<file path="config.mk">
export PLATFORM = sky130hd
export DESIGN_NAME = hex_scan_ctrl_flat
export DESIGN_NICKNAME = d
export VERILOG_FILES = /design/src/rtl/hex_scan_ctrl_if.sv /design/src/rtl/hex_scan_ctrl.sv /design/src/flat_wrapper.sv
export SDC_FILE = /design/constraint.sdc
export NUM_CORES = 1
export LEC_CHECK = 0
export ABC_AREA = 1
export CORE_MARGIN = 2
export CORE_UTILIZATION = 55
export DETAILED_ROUTE_END_ITERATION = 8
export DONT_BUFFER_PORTS = 1
export PLACE_DENSITY = 0.7
export SLEW_MARGIN = 20
export SYNTH_ARGS = -nofsm -noshare
export SYNTH_HDL_FRONTEND = slang
export SYNTH_SLANG_ARGS = --single-unit
</file>
<file path="constraint.sdc">
create_clock -name clk_i -period 3.06 [get_ports clk_i]
set_input_delay 0.612 -clock clk_i [delete_from_list [all_inputs] [get_ports clk_i]]
set_output_delay 0.612 -clock clk_i [all_outputs]
set_load 0.1 [all_outputs]
</file>
<file path="src/rtl/hex_scan_ctrl_if.sv">
// Load-side bus of the multiplexed hex display controller: new digit contents,
// digit mask and blanking flag go in; commit acknowledge and pending status come back.
interface hex_scan_ctrl_if #(
  parameter int DIGITS = 8
);
  logic [4*DIGITS-1:0] data_i;
  logic [DIGITS-1:0]   mask_i;
  logic                lzb_i;
  logic                load_i;
  logic                load_ack_o;
  logic                pending_o;

  modport master (
    output data_i, mask_i, lzb_i, load_i,
    input  load_ack_o, pending_o
  );

  modport slave (
    input  data_i, mask_i, lzb_i, load_i,
    output load_ack_o, pending_o
  );
endinterface

</file>
<file path="src/rtl/hex_scan_ctrl.sv">
// Time-multiplexed common-anode hex display scanner with dead-time blanking,
// per-digit masking, leading-zero blanking and frame-synchronous content commit.
module hex_scan_ctrl #(
  parameter int DIGITS   = 8,
  parameter int PRESCALE = 100000,
  parameter int DEAD     = 16
) (
  input  logic              clk_i,
  input  logic              rstn_i,
  hex_scan_ctrl_if.slave    bus,
  output logic              frame_o,
  output logic [6:0]        seg_o,
  output logic [DIGITS-1:0] an_o
);

  localparam int PW = $clog2(PRESCALE);
  localparam int IW = $clog2(DIGITS);
  localparam logic [PW-1:0] PRE_LAST = PW'(PRESCALE - 1);
  localparam logic [PW-1:0] DEAD_END = PW'(DEAD);
  localparam logic [IW-1:0] IDX_LAST = IW'(DIGITS - 1);

  logic [PW-1:0] presc;
  logic [IW-1:0] idx;
  logic          presc_wrap;
  logic          boundary;

  logic [4*DIGITS-1:0] stg_data, sh_data;
  logic [DIGITS-1:0]   stg_mask, sh_mask;
  logic                stg_lzb, sh_lzb;
  logic                pending;

  logic [DIGITS-1:0] blank;
  logic              zero_run;
  logic [3:0]        nib;
  logic              shown;
  logic [DIGITS-1:0] an_d;
  logic [6:0]        seg_d;

  function automatic logic [6:0] seg_decode(input logic [3:0] n);
    case (n)
      4'h0: seg_decode = 7'b1000000;
      4'h1: seg_decode = 7'b1111001;
      4'h2: seg_decode = 7'b0100100;
      4'h3: seg_decode = 7'b0110000;
      4'h4: seg_decode = 7'b0011001;
      4'h5: seg_decode = 7'b0010010;
      4'h6: seg_decode = 7'b0000010;
      4'h7: seg_decode = 7'b1111000;
      4'h8: seg_decode = 7'b0000000;
      4'h9: seg_decode = 7'b0010000;
      4'hA: seg_decode = 7'b0001000;
      4'hB: seg_decode = 7'b0000011;
      4'hC: seg_decode = 7'b1000110;
      4'hD: seg_decode = 7'b0100001;
      4'hE: seg_decode = 7'b0000110;
      default: seg_decode = 7'b0001110;
    endcase
  endfunction

  assign presc_wrap = (presc == PRE_LAST);
  assign boundary   = presc_wrap && (idx == IDX_LAST);

  always_ff @(posedge clk_i or negedge rstn_i) begin
    if (!rstn_i) begin
      presc <= '0;
      idx   <= '0;
    end else if (presc_wrap) begin
      presc <= '0;
      idx   <= boundary ? '0 : idx + IW'(1);
    end else begin
      presc <= presc + PW'(1);
    end
  end

  // Load handshake: load_i is a single-cycle strobe with no back-pressure; the
  // captured values are held (pending_o=1) until the next frame wrap, where
  // load_ack_o pulses together with frame_o. A strobe on the wrap cycle itself
  // bypasses staging and is acknowledged in that same cycle.
  always_ff @(posedge clk_i or negedge rstn_i) begin
    if (!rstn_i) begin
      stg_data <= '0;
      stg_mask <= '0;
      stg_lzb  <= 1'b0;
      sh_data  <= '0;
      sh_mask  <= '0;
      sh_lzb   <= 1'b0;
      pending  <= 1'b0;
    end else begin
      if (bus.load_i) begin
        stg_data <= bus.data_i;
        stg_mask <= bus.mask_i;
        stg_lzb  <= bus.lzb_i;
      end
      if (boundary) begin
        pending <= 1'b0;
        if (bus.load_i) begin
          sh_data <= bus.data_i;
          sh_mask <= bus.mask_i;
          sh_lzb  <= bus.lzb_i;
        end else if (pending) begin
          sh_data <= stg_data;
          sh_mask <= stg_mask;
          sh_lzb  <= stg_lzb;
        end
      end else if (bus.load_i) begin
        pending <= 1'b1;
      end
    end
  end

  assign frame_o        = boundary;
  assign bus.load_ack_o = boundary && (pending || bus.load_i);
  assign bus.pending_o  = pending;

  // Walk from the top digit down; a digit is zero-blanked while every nibble
  // at or above it is zero. Digit 0 always stays eligible.
  always_comb begin
    zero_run = 1'b1;
    blank    = '0;
    for (int k = DIGITS - 1; k >= 0; k--) begin
      zero_run = zero_run && (sh_data[4*k +: 4] == 4'h0);
      if (k != 0) blank[k] = sh_lzb && zero_run;
    end
  end

  always_comb begin
    nib   = sh_data[4*int'(idx) +: 4];
    shown = sh_mask[idx] && !blank[idx];
    an_d  = '1;
    seg_d = 7'b1111111;
    if ((presc >= DEAD_END) && shown) begin
      an_d[idx] = 1'b0;
      seg_d     = seg_decode(nib);
    end
  end

  always_ff @(posedge clk_i or negedge rstn_i) begin
    if (!rstn_i) begin
      an_o  <= '1;
      seg_o <= 7'b1111111;
    end else begin
      an_o  <= an_d;
      seg_o <= seg_d;
    end
  end

endmodule

</file>
<file path="src/flat_wrapper.sv">
// flat-port wrapper written by rule: the top's interface ports become plain ports
module hex_scan_ctrl_flat 
#(
  parameter int DIGITS   = 8,
  parameter int PRESCALE = 100000,
  parameter int DEAD     = 16
)
  (clk_i, rstn_i, frame_o, seg_o, an_o, bus_data_i, bus_mask_i, bus_lzb_i, bus_load_i, bus_load_ack_o, bus_pending_o);
  hex_scan_ctrl_if #(.DIGITS(DIGITS)) bus_i ();
  input  logic clk_i;
  input  logic rstn_i;
  output logic frame_o;
  output logic [6:0] seg_o;
  output logic [DIGITS-1:0] an_o;
  input wire logic [$bits(bus_i.data_i)-1:0] bus_data_i;
  input wire logic [$bits(bus_i.mask_i)-1:0] bus_mask_i;
  input wire logic [$bits(bus_i.lzb_i)-1:0] bus_lzb_i;
  input wire logic [$bits(bus_i.load_i)-1:0] bus_load_i;
  output wire logic [$bits(bus_i.load_ack_o)-1:0] bus_load_ack_o;
  output wire logic [$bits(bus_i.pending_o)-1:0] bus_pending_o;
  assign bus_i.data_i = bus_data_i;
  assign bus_i.mask_i = bus_mask_i;
  assign bus_i.lzb_i = bus_lzb_i;
  assign bus_i.load_i = bus_load_i;
  assign bus_load_ack_o = bus_i.load_ack_o;
  assign bus_pending_o = bus_i.pending_o;
  hex_scan_ctrl #(.DIGITS(DIGITS), .PRESCALE(PRESCALE), .DEAD(DEAD)) u_core (.clk_i(clk_i), .rstn_i(rstn_i), .bus(bus_i), .frame_o(frame_o), .seg_o(seg_o), .an_o(an_o));
endmodule
</file>
==> impl_metrics.csv <==
group,metric,value,unit
placed_design,dp_cells,867,
logic_synthesis,synthTopCellsByArea,"dfrtp_1 44%, nand2_1 22%, dfstp_2 6.7%, nand4_1 5.0%, nor2_1 3.7%",
critical_path,start_kind,"register",
placed_design,gp_congestion,0.8687,
status,violations,"hold timing",
logic_synthesis,synth.distinct_cells,32,
clocking,clk_pin_slew,0.06,ns
logic_synthesis,synth_fp_nets,810,
global_routing,grt_first_pass_wirelength,21670,um
critical_path,cp_max_fo,46,
logic_synthesis,synthArstFlopShare,100.0,%
global_routing,first_global_vias,4622,
hold_path,min_path_type,"in -> async",
timing,relSlewSlack,66.62,%
critical_path,crit_type,"reg -> out",
clocking,postCtsSetupBuffers,0,
finish,post_layout_nonfiller_instances,898,
timing,hold_viol,117,
timing,setup_violations,0,
drt,drt_iter0_markers,264,
die,start_util,56.71,%
logic_synthesis,synth_top_area_share,44.03,%
die,core_area,10320,sq um
power_and_ir_drop,power,3.750,mW
timing,finalCriticalPeriod,2.907,ns
die,io_pins,62,
clocking,clk_path_buf_depth,2,
drt,vias,4678,
drt,drc,0,
clocking,cts_inserted_buffers,17,
power_and_ir_drop,ir_worst_vdd,0.3124,mV
global_routing,grt_max_degree,119,
die,die_w,107.2,um
finish,antenna_cells,0,
placed_design,place_area,5891,sq um
finish,areaGrowthSynthToFinish,11.22,%
drt,drt_pass1_iterations,6,
logic_synthesis,synth_edf_count,0,
timing,drv_slew,0,
logic_synthesis,avgSynthCellArea,7.744,sq um
power_and_ir_drop,p_leak,3.520,nW
critical_path,cpMostUsedCell,"nand2_1",
critical_path,worst-path-buf-inv,3,
logic_synthesis,synth_common_cells,"350 x nand2_1, 103 x dfrtp_1, 58 x nor2_1, 56 x inv_1, 47 x nand4_1",
placed_design,dp_hpwl,8637,um
logic_synthesis,synth_largest_area_cell,"dfrtp_1",
clocking,cts_tree,"built",
critical_path,path_cells,"ha_1, nand2_1, nor2_1, nand4_4, clkinv_8, nand2_1, inv_1, buf_4",
timing,fin_crit_sh,94.99,%
finish,stdcell_area,6511,sq um
logic_synthesis,yosys.cell_count.top_type,"nand2_1",
clocking,clk_latency,0.53,ns
timing,worst_clock_skew,0.005932,ns
logic_synthesis,ys.flop_type,"dfrtp_1",
timing,rsz0062_at_grt,"no",
logic_synthesis,netlist_area,5854,sq um
critical_path,cp_slowest_cell,"dfrtp_1",
logic_synthesis,postSynthCellCount,756,
placed_design,portBuffers,0,
critical_path,cp.arrival,2.29,ns
placed_design,place_ws,0.6454,ns
logic_synthesis,synth_warnings,0,
global_routing,track_usage,24.01,%
run,max_cap_viol_count,0,
global_routing,grt_overflow_total,0,
die,die_height,107.2,um
finish,fin_util,63.07,%
drt,routed_wl,12590,um
status,status,"finished with violations",
critical_path,cp.required,2.45,ns
timing,fin_ws,0.1534,ns
timing,hold_ws,-0.2207,ns
logic_synthesis,ys_seq_area_share,50.76,%
timing,tns,0,ns
clocking,cts-root-buf,"clkbuf_8",
clocking,clock-sinks,118,
timing,tightest_slew,0.5019,ns
drt,postRouteAntennaNets,0,
clocking,cts_htree_levels,4,
timing,fmax,344.0,MHz
finish,nets,804,
critical_path,cp.depth,8,
critical_path,cpPeakStageDelay,0.40,ns
power_and_ir_drop,power.density,576.0,nW/um^2
finish,final_layout_size_suffix_gt1_share,9.318,%
logic_synthesis,ys_ff_latch,118,
global_routing,antenna_found_initial,0,
die,dieArea,11490,sq um
critical_path,endpoint_kind,"output port",
critical_path,r2r_cells,12,
critical_path,critical-path-top-delay-family,"simple AND/OR/NAND/NOR gates",
die,fp-row-count,37,
drt,wl_per_cell,14.02,um
drt,vias_per_cell,5.209,
==> final cells by class <==
cell class / instances / area (sq um)
multi-input cells: 541 / 2424
repair buffers: 10 / 87.58
flip-flops and latches: 118 / 2972
clock buffers: 23 / 466.7
inverters: 62 / 245.2
well taps: 136 / 170.2
fillers: 942 / 3812
clock inverters: 8 / 146.4
==> kinds of logic after synthesis <==
group	Yosys count	share of synthesized area, %
DFF	118	50.76
xor gates and xnor gates	7	1.047
AOI/OAI and AO/OA	11	0.9618
buffers and inverters	97	7.843
adders and majority gates	10	2.137
and+or+nand+nor	513	37.25
==> state kept, by name (all words and copies together), names as in the netlist <==
signal,flops
u_core.stg_data,32
u_core.seg_o,7
u_core.sh_lzb,1
u_core.an_o,8
u_core.idx,3
u_core.presc,17
u_core.sh_mask,8
u_core.stg_lzb,1
u_core.stg_mask,8
u_core.bus.pending_o,1
u_core.sh_data,32
==> cell usage in the layout (no fill, tap or decap), types with 3 or more instances in the layout <==
master,netlist,layout
nand2_1,350,350
dfrtp_1,103,103
nor2_1,58,58
inv_1,56,56
nand4_1,47,47
nand3_1,37,37
clkbuf_16,0,16
dfstp_2,15,15
ha_1,10,10
buf_4,7,9
xor2_1,6,6
inv_2,4,4
nor4_1,4,4
o21ai_0,4,4
a21oi_1,4,4
clkbuf_8,0,4
bufinv_16,0,4
nor3_1,3,3
nor2_2,3,3
nand2_2,3,3
clkbuf_1,17,3
==> metal layers <==
metal / GRT usage (%) / part of all wire, % / vias to the layer above / routed length (um)
li1: - / - / 2352 / -
met3: 5.350 / 4.2 / 23 / 534
met2: 37.21 / 46 / 109 / 5796
met4: 9.276 / 1.9 / 0 / 238
met1: 32.99 / 48 / 2194 / 6018
met5: 0 / 0 / - / 0
==> power by group <==
group,internal (mW),switching (mW),leakage (nW)
registers,1.61,0.0126,1.50
clock network,1.38,0.671,0.298
logic,0.0239,0.0514,1.72
total,3.01,0.735,3.52
==> repair_timing <==
item	in CTS	in global routing
gates resized for setup	0	2
endpoints found under the setup margin	0	2
hold endpoints to repair	118	118
==> final timing paths <==
path / start / to / slack (ns)
max: u_core.presc[0] / frame_o / 0.15
min: rstn_i / u_core.presc[14] / -0.22
max reg2reg: u_core.idx[0] / u_core.seg_o[5] / 0.72
min reg2reg: u_core.stg_data[31] / u_core.stg_data[31] / 0.47
max in group asynchronous: rstn_i / u_core.an_o[7] / 2.95
min in group clk_i: bus_data_i[30] / u_core.stg_data[30] / 0.24
(Power assumes the default switching activity.)
